`config.mk`:
```
export PLATFORM = sky130hd
export DESIGN_NAME = imm_gen_pipe
export DESIGN_NICKNAME = d
export VERILOG_FILES = /design/src/rtl/imm_gen_pipe.sv
export SDC_FILE = /design/constraint.sdc
export NUM_CORES = 1
export LEC_CHECK = 0
export BUFFER_PORTS_ARGS = -buffer_cell sky130_fd_sc_hd__buf_2
export CAP_MARGIN = 15
export CORE_MARGIN = 4
export CORE_UTILIZATION = 45
export DETAILED_ROUTE_END_ITERATION = 12
export GPL_ROUTABILITY_DRIVEN = 0
export MAX_ROUTING_LAYER = met4
export PLACE_DENSITY = 0.71
export SYNTH_ARGS = -nofsm -noshare
export SYNTH_HDL_FRONTEND = slang
export SYNTH_SLANG_ARGS = --single-unit
export TNS_END_PERCENT = 20
```
`constraint.sdc`:
```
create_clock -name clk -period 12.27 [get_ports clk]
set_input_delay 1.227 -clock clk [delete_from_list [all_inputs] [get_ports clk]]
set_output_delay 1.227 -clock clk [all_outputs]
set_load 0.1 [all_outputs]
```
`src/rtl/imm_gen_pipe.sv`:
```
// rtl/imm_gen_pipe.sv - pipelined RV32I/RV64I immediate generator with pc + imm target
module imm_gen_pipe #(
  parameter int XLEN = 32,
  parameter int PIPE = 1
) (
  input  logic            clk,
  input  logic            rst,
  input  logic            flush,
  input  logic            in_valid,
  output logic            in_ready,
  input  logic [31:0]     in_inst,
  input  logic [XLEN-1:0] in_pc,
  output logic            out_valid,
  input  logic            out_ready,
  output logic [XLEN-1:0] out_imm,
  output logic [XLEN-1:0] out_target,
  output logic [XLEN-1:0] out_pc,
  output logic [2:0]      out_fmt,
  output logic            out_illegal
);

  localparam logic [2:0] FMT_R = 3'd0;
  localparam logic [2:0] FMT_I = 3'd1;
  localparam logic [2:0] FMT_S = 3'd2;
  localparam logic [2:0] FMT_B = 3'd3;
  localparam logic [2:0] FMT_U = 3'd4;
  localparam logic [2:0] FMT_J = 3'd5;

  logic [31:0]     imm32;
  logic [2:0]      dec_fmt;
  logic            dec_ill;
  logic [XLEN-1:0] dec_imm;

  always_comb begin
    imm32   = '0;
    dec_fmt = FMT_R;
    dec_ill = 1'b0;
    if (in_inst[1:0] != 2'b11) begin
      dec_ill = 1'b1;
    end else begin
      case (in_inst[6:2])
        5'b00000, 5'b00100, 5'b11001, 5'b00011, 5'b11100: begin
          imm32   = {{20{in_inst[31]}}, in_inst[31:20]};
          dec_fmt = FMT_I;
        end
        5'b01000: begin
          imm32   = {{20{in_inst[31]}}, in_inst[31:25], in_inst[11:7]};
          dec_fmt = FMT_S;
        end
        5'b11000: begin
          imm32   = {{20{in_inst[31]}}, in_inst[7], in_inst[30:25], in_inst[11:8], 1'b0};
          dec_fmt = FMT_B;
        end
        5'b01101, 5'b00101: begin
          imm32   = {in_inst[31:12], 12'b0};
          dec_fmt = FMT_U;
        end
        5'b11011: begin
          imm32   = {{12{in_inst[31]}}, in_inst[19:12], in_inst[20], in_inst[30:21], 1'b0};
          dec_fmt = FMT_J;
        end
        5'b01100: begin
          dec_fmt = FMT_R;
        end
        default: begin
          dec_ill = 1'b1;
        end
      endcase
    end
  end

  // The 32-bit immediate already carries bit 31 as its sign; widen it for RV64.
  assign dec_imm = XLEN'($signed(imm32));

  if (PIPE == 2) begin : g_pipe2
    logic            s1_v, s2_v, s1_ill, s2_ill, s1_rdy, s2_rdy;
    logic [2:0]      s1_fmt, s2_fmt;
    logic [XLEN-1:0] s1_pc, s1_imm, s2_pc, s2_imm, s2_tgt;

    assign s2_rdy = !s2_v || out_ready;
    assign s1_rdy = !s1_v || s2_rdy;

    always_ff @(posedge clk) begin
      if (rst) begin
        s1_v   <= 1'b0;
        s2_v   <= 1'b0;
        s1_ill <= 1'b0;
        s2_ill <= 1'b0;
        s1_fmt <= '0;
        s2_fmt <= '0;
        s1_pc  <= '0;
        s1_imm <= '0;
        s2_pc  <= '0;
        s2_imm <= '0;
        s2_tgt <= '0;
      end else begin
        if (flush) begin
          s1_v <= 1'b0;
          s2_v <= 1'b0;
        end else begin
          if (s1_rdy) s1_v <= in_valid;
          if (s2_rdy) s2_v <= s1_v;
        end
        if (s1_rdy && in_valid) begin
          s1_pc  <= in_pc;
          s1_imm <= dec_imm;
          s1_fmt <= dec_fmt;
          s1_ill <= dec_ill;
        end
        // The adder sits in stage 2 so decode and carry chain are split across cycles.
        if (s2_rdy && s1_v) begin
          s2_pc  <= s1_pc;
          s2_imm <= s1_imm;
          s2_fmt <= s1_fmt;
          s2_ill <= s1_ill;
          s2_tgt <= s1_pc + s1_imm;
        end
      end
    end

    assign in_ready    = s1_rdy;
    assign out_valid   = s2_v;
    assign out_imm     = s2_imm;
    assign out_target  = s2_tgt;
    assign out_pc      = s2_pc;
    assign out_fmt     = s2_fmt;
    assign out_illegal = s2_ill;
  end else begin : g_pipe1
    logic            s_v, s_ill;
    logic [2:0]      s_fmt;
    logic [XLEN-1:0] s_pc, s_imm, s_tgt;

    assign in_ready = !s_v || out_ready;

    always_ff @(posedge clk) begin
      if (rst) begin
        s_v   <= 1'b0;
        s_ill <= 1'b0;
        s_fmt <= '0;
        s_pc  <= '0;
        s_imm <= '0;
        s_tgt <= '0;
      end else begin
        if (flush) s_v <= 1'b0;
        else if (in_ready) s_v <= in_valid;
        if (in_ready && in_valid) begin
          s_pc  <= in_pc;
          s_imm <= dec_imm;
          s_fmt <= dec_fmt;
          s_ill <= dec_ill;
          s_tgt <= in_pc + dec_imm;
        end
      end
    end

    assign out_valid   = s_v;
    assign out_imm     = s_imm;
    assign out_target  = s_tgt;
    assign out_pc      = s_pc;
    assign out_fmt     = s_fmt;
    assign out_illegal = s_ill;
  end

endmodule

```
==> results of run 1 <==
layout by cell type, fill, tap and decap left out, types with 3 or more instances in the layout:
cell       synthesis  routed
a211oi_1           4       4
a21o_1             7       7
a21oi_1          106     106
a221oi_1           3       3
a22o_1            19      19
a22oi_1            8       8
a31o_2             3       3
a31oi_1            6       6
and2_1            16      15
and3_1             4       4
buf_2              1     170
buf_4              0       5
clkbuf_16          0       9
clkbuf_8           0       3
dfxtp_1          101     101
ha_1              31      31
inv_1             16      16
nand2_1          150     149
nand2b_1           4       4
nand3_1           13      13
nand4_1           14      14
nor2_1            48      47
nor2b_1            7       7
nor3_1             9       9
o211ai_1           7       7
o21a_1             5       5
o21ai_0           40      40
o21bai_1           8       8
or4_1              4       4
xnor2_1           14      14
xor2_1             8       8
flip-flops by register name (all words and copies together) (netlist names):
| register | flops |
|---|---|
| out_pc | 32 |
| out_illegal | 1 |
| out_target | 32 |
| out_imm | 32 |
| out_fmt | 3 |
| out_valid | 1 |
stage by stage:
step | cell area, um2 | setup slack [ns] | hold slack, ns
2_1_floorplan | 5590 | 7.57 | 0.882
3_3_place_gp | 6510 | 7.20 | 0.436
3_5_place_dp | 6510 | 7.12 | 0.442
4_1_cts | 6800 | 7.49 | 0.450
5_1_grt | 6800 | 7.00 | 0.473
6_report | 6800 | 7.45 | 0.449
cell type report:
cell class	instances	area share, %
clock buffers	12	3.92
clock inverters	3	0.294
inverters	16	0.883
multi-input cells	569	49.0
flip-flops and latches	101	29.7
well taps	168	3.09
repair buffers	175	13.1
how the worst max path moves through the flow:
stage                     cells after the start                          end  slack [ns]  startpoint
after global placement                       17  out_target[16]$_SDFFE_PP0P_        7.20  in_inst[2]
after detailed placement                     17  out_target[29]$_SDFFE_PP0P_        7.12  in_inst[2]
after global routing                         18  out_target[31]$_SDFFE_PP0P_        7.00  in_inst[2]
after floorplan                              18  out_target[31]$_SDFFE_PP0P_        7.57  in_inst[3]
final                                        17  out_target[16]$_SDFFE_PP0P_        7.45  in_inst[2]
after CTS                                    17  out_target[29]$_SDFFE_PP0P_        7.49  in_inst[2]
power by group through the flow:
stage	combinational, mW	sequential, mW	clock [mW]
2_1_floorplan	0.0666	0.460	0
3_3_place_gp	0.219	0.357	0
3_5_place_dp	0.220	0.357	0
4_1_cts	0.221	0.349	0.284
5_1_grt	0.234	0.351	0.298
6_report	0.221	0.349	0.279
per-layer routing:
| metal | track usage [%] | vias up | wire length (um) |
|---|---|---|---|
| li1 | - | 2872 | - |
| met3 | 4.89 | 25 | 1150 |
| met4 | 9.16 | 0 | 388 |
| met5 | - | - | 0 |
| met2 | 38.3 | 225 | 7880 |
| met1 | 33.9 | 2682 | 8320 |
worst max-delay path: stages:
cell and delay, ns:
buf_2 0.16, xor2_1 0.20, nor2_1 0.06, o21bai_1 0.14, a21o_1 0.73, nor2_1 0.15, ha_1 0.25, inv_1 0.07
fa_1 0.20, nor2b_1 0.06, o31a_1 0.27, or4b_1 0.50, nand2_1 0.19, o211ai_1 0.22, a21boi_1 0.36, or4_1 0.17
nand3_1 0.06
cells by family (layout without fill, tap and decap cells):
| family | Yosys count | after routing | synth area share [%] |
|---|---|---|---|
| compound gates | 239 | 239 | 26.8 |
| xor+xnor | 22 | 22 | 3.45 |
| fa+ha+maj | 32 | 32 | 7.30 |
| buf+inv | 64 | 206 | 4.32 |
| flops | 101 | 101 | 36.2 |
| mux | 1 | 1 | 0.179 |
| simple gates | 275 | 275 | 21.7 |
Yosys cell counts, types with 8 or more instances:
master	number	area share (%)
a21oi_1	106	9.5
a22o_1	19	3.0
a22oi_1	8	1.1
and2_1	16	1.8
clkbuf_1	45	3.0
dfxtp_1	101	36
ha_1	31	6.9
inv_1	16	1.1
nand2_1	150	10
nand3_1	13	1.2
nand4_1	14	1.6
nor2_1	48	3.2
nor3_1	9	0.81
o21ai_0	40	3.6
o21bai_1	8	1.1
xnor2_1	14	2.2
xor2_1	8	1.3
==> flow_summary.ini, run 1 <==
[place]
dpl.cell_count = 1029
port_buffers = 170
dp_hpwl_um = 13400

[critical_path]
regToRegSetupSlack_ns = 9.82
reg2reg_from = out_valid$_SDFFE_PP0N_
timing.rr.end = out_target[30]$_SDFFE_PP0P_
cp-start-kind = input pin
critPathKind = input pin to flip-flop
cp.required_ns = 12.51
cp_data_arrival_time_ns = 5.06
end_kind = flip-flop
crit_fanout = 27
r2r_cells = 6

[sta]
maxSlewHeadroom_pct = 39.4
drv_slew = 0
hold_viol = 0
finalCritPeriodShare_pct = 39.3
skew_ns = 0.00890
tns_ns = 0
setup_violations = 0
tightest_slew_ns = 0.909
fmax_mhz = 207
fin_crit_ns = 4.82
rsz0062_at_grt = false

[yosys]
yosysUniqueCellTypes = 55
syn_avg_cell_area_um2 = 7.61
yosys_most_used_dff = dfxtp_1
synth_fp_nets = 835
synthArstFlopShare_pct = 0
synth_area_mm2 = 0.00559
ys_seq_area_share_pct = 36.2
ys_warn_count = 0
synthCells = 734
synth-seq-cells = 101
synth_edf_count = 0

[final_layout]
final_core_util_pct = 56.4
drive_gt1_share_pct = 22.8
final_cells = 1044
nets = 973
fillers = 1225
regArea_mm2 = 0.00202
multi_input_area_mm2 = 0.00333
syn_to_final_growth_pct = 21.7
diodes = 0

[die]
io_pins = 171
fp.dieW_um = 119
core_area_mm2 = 0.0121
die_height_um = 119
initial_utilization_pct = 46.3
fp-row-count = 40
die_area_mm2 = 0.0143

[routing]
detail-route-antenna-nets = 0
routed_wl_um = 17700
avgRoutedWirePerCell_um = 17.0
dr.pass1.iters = 5
drc = 0
viasPerCell = 5.56
vias = 5804
drt_iter0_drc = 451

[cts]
max-clock-path-buffers = 2
numCtsBuffers = 9
cts_sinks = 101
clk_pin_slew_ns = 0.07
post_cts_buffers = 0
cts.htree.levels = 3
hold_buffers = 0
cts-root-buf = clkbuf_16
clock_latency_ns = 0.36
cts_tree = yes
postCtsResizedCells = 0

[global_routing]
grt_pass1_vias = 5450
grt_max_degree = 65
overflow = 0
grt_pass1_wl_um = 28300
antenna_found_initial = 0
grt_use_total_pct = 25.3

[power]
power_mw = 0.850
p_int_mw = 0.540
swShare_pct = 36.5
irDropWorstVdd_v = 0.0000598
power.net_switching_mw = 0.310
p_leak_nw = 3.09
clockPowerShare_pct = 32.9
power.density_mw_per_mm2 = 125
combinationalPowerShare_pct = 26.0
seq_power_share_pct = 41.1

[job]
cap_violations = 0

[min_path]
min_path_type = flip-flop to flip-flop
holdPathStages = 2
hold-path-endpoint = out_target[11]$_SDFFE_PP0P_
worstHoldStart = out_target[11]$_SDFFE_PP0P_

[run_status]
outcome = completed
(Power assumes the default switching activity.)
==> run 2, diff against run 1 <==
Settings changed: PLACE_DENSITY 0.71 to 0.74.
Clock period 12.27 ns to 4.2 ns, I/O delays scaled along.
==> flow_summary.ini, run 2 (synthesized netlist as in run 1, its figures left out) <==
[routing]
vias = 5840
drt_iter0_drc = 552
viasPerCell = 5.51
routed_wl_um = 17700
drc = 0
detail-route-antenna-nets = 0
dr.pass1.iters = 5
avgRoutedWirePerCell_um = 16.8

[critical_path]
critPathTopFamily = compound AO/OA/AOI/OAI gates
cp.required_ns = 4.45
max_stage_delay_ns = 0.35
crit_path_frequent_cell = o21ai_0
end_kind = flip-flop
cp_data_arrival_time_ns = 4.06
worst_path_max_delay_cell = ha_1
crit_fanout = 9
critPathBufInv = 1
critPathKind = input pin to flip-flop
cp-start-kind = input pin
path_cells = buf_2 -> nor2b_1 -> and2_1 -> o21ai_0 -> nor2b_1 -> o21ai_0 -> and2_1 -> a21oi_1 -> nor2_1 -> ha_1 -> and2_1 -> and3_1 -> a221oi_1 -> o21ai_0 -> a221oi_1 -> o21ai_0 -> xnor2_1 -> a22o_1
regToRegSetupSlack_ns = 1.66

[global_routing]
busiest_layer = met2
grt_pass1_wl_um = 28200
antenna_found_initial = 1
grt_use_total_pct = 25.2
grt_max_degree = 65
gr-usage-met1_pct = 34.2
globalRouteMet2Util_pct = 38.0
gr-usage-met3_pct = 5.56
overflow = 0
grt_pass1_vias = 5384

[die]
fp-row-count = 40
die_area_mm2 = 0.0143
die_height_um = 119
fp.dieW_um = 119
core_area_mm2 = 0.0121
initial_utilization_pct = 46.3
io_pins = 171

[cts]
hold_buffers = 0
cts.htree.levels = 3
max-clock-path-buffers = 2
numCtsBuffers = 9
cts_tree = yes
clock_latency_ns = 0.36
clk_pin_slew_ns = 0.07
cts_sinks = 101
cts-root-buf = clkbuf_16
post_cts_buffers = 0
postCtsResizedCells = 0

[sta]
skew_ns = 0.00660
finalCritPeriodShare_pct = 90.8
drv_slew = 0
fin_crit_ns = 3.81
tns_ns = 0
hold_viol = 0
maxSlewHeadroom_pct = 37.2
setup_violations = 0
rsz0062_at_grt = false
tightest_slew_ns = 0.939
fmax_mhz = 262
layout_setup_ws_ns = 0.388

[place]
dp_hpwl_um = 13600
dpl.cell_count = 1043
port_buffers = 170
pre_cts_ws_ns = 0.0635
place_area_mm2 = 0.00662

[final_layout]
final_cell_mix = buf_2 (170), nand2_1 (149), a21oi_1 (106), dfxtp_1 (101), nor2_1 (47)
design_area_mm2 = 0.00693
syn_to_final_growth_pct = 24.1
nets = 987
layout_commonest_cell = buf_2
regArea_mm2 = 0.00202
drive_gt1_share_pct = 23.9
fillers = 1199
final_cells = 1059
multi_input_area_mm2 = 0.00333

[run_status]
outcome = completed

[power]
p_leak_nw = 3.18
power.density_mw_per_mm2 = 372
power_mw = 2.58
irDropWorstVdd_v = 0.000238

[job]
cap_violations = 0

[min_path]
min_path_type = input pin to flip-flop
==> run 2: cell types whose count changed in the layout (fill, tap and decap cells not counted) <==
| cell | before | now |
|---|---|---|
| buf_4 | 5 | 19 |
| bufinv_16 | 0 | 2 |
| clkbuf_1 | 0 | 1 |
| clkbuf_8 | 3 | 1 |
| clkinvlp_4 | 2 | 1 |
| diode_2 | 0 | 1 |
==> run 2: cell type report <==
| type | count | area share, % |
|---|---|---|
| Inverter | 16 | 0.866 |
| Antenna cell | 1 | 0.0361 |
| Clock inverter | 4 | 1.05 |
| Tap cell | 168 | 3.03 |
| Clock buffer | 11 | 3.50 |
| Multi-Input combinational cell | 569 | 48.0 |
| Timing Repair Buffer | 189 | 14.3 |
| Sequential cell | 101 | 29.2 |
==> run 2: worst paths after layout <==
path | from | to | cells after the start
worst max-delay path | in_inst[2] | out_target[31]$_SDFFE_PP0P_ | 18
worst min-delay path | flush | out_valid$_SDFFE_PP0N_ | 2
worst max register to register | out_valid$_SDFFE_PP0N_ | out_target[30]$_SDFFE_PP0P_ | 5
worst min register to register | out_pc[4]$_SDFFE_PP0P_ | out_pc[4]$_SDFFE_PP0P_ | 2
==> run 2: per-stage QoR <==
stage	hold WS, ns	util, %
final	0.255	57.5
after detailed placement	0.443	54.9
after CTS	0.241	57.5
after floorplan	0.493	-
after global routing	0.244	57.5
after global placement	0.429	54.9
==> run 2: report_power, final <==
| group | switching [mW] | leakage (nW) | total [mW] | internal (mW) |
|---|---|---|---|---|
| sequential | 0.0203 | 0.826 | 1.02 | 1.00 |
| clock | 0.370 | 0.152 | 0.904 | 0.534 |
| combinational | 0.516 | 2.20 | 0.653 | 0.137 |
| total | 0.906 | 3.18 | 2.58 | 1.67 |
==> run 2: per-layer routing <==
| metal | share of wire, % | routed length, um | up-vias |
|---|---|---|---|
| li1 | - | - | 2900 |
| met1 | 45 | 8030 | 2667 |
| met2 | 44 | 7870 | 249 |
| met3 | 8.6 | 1530 | 24 |
| met4 | 1.8 | 318 | 0 |
| met5 | 0 | 0 | - |
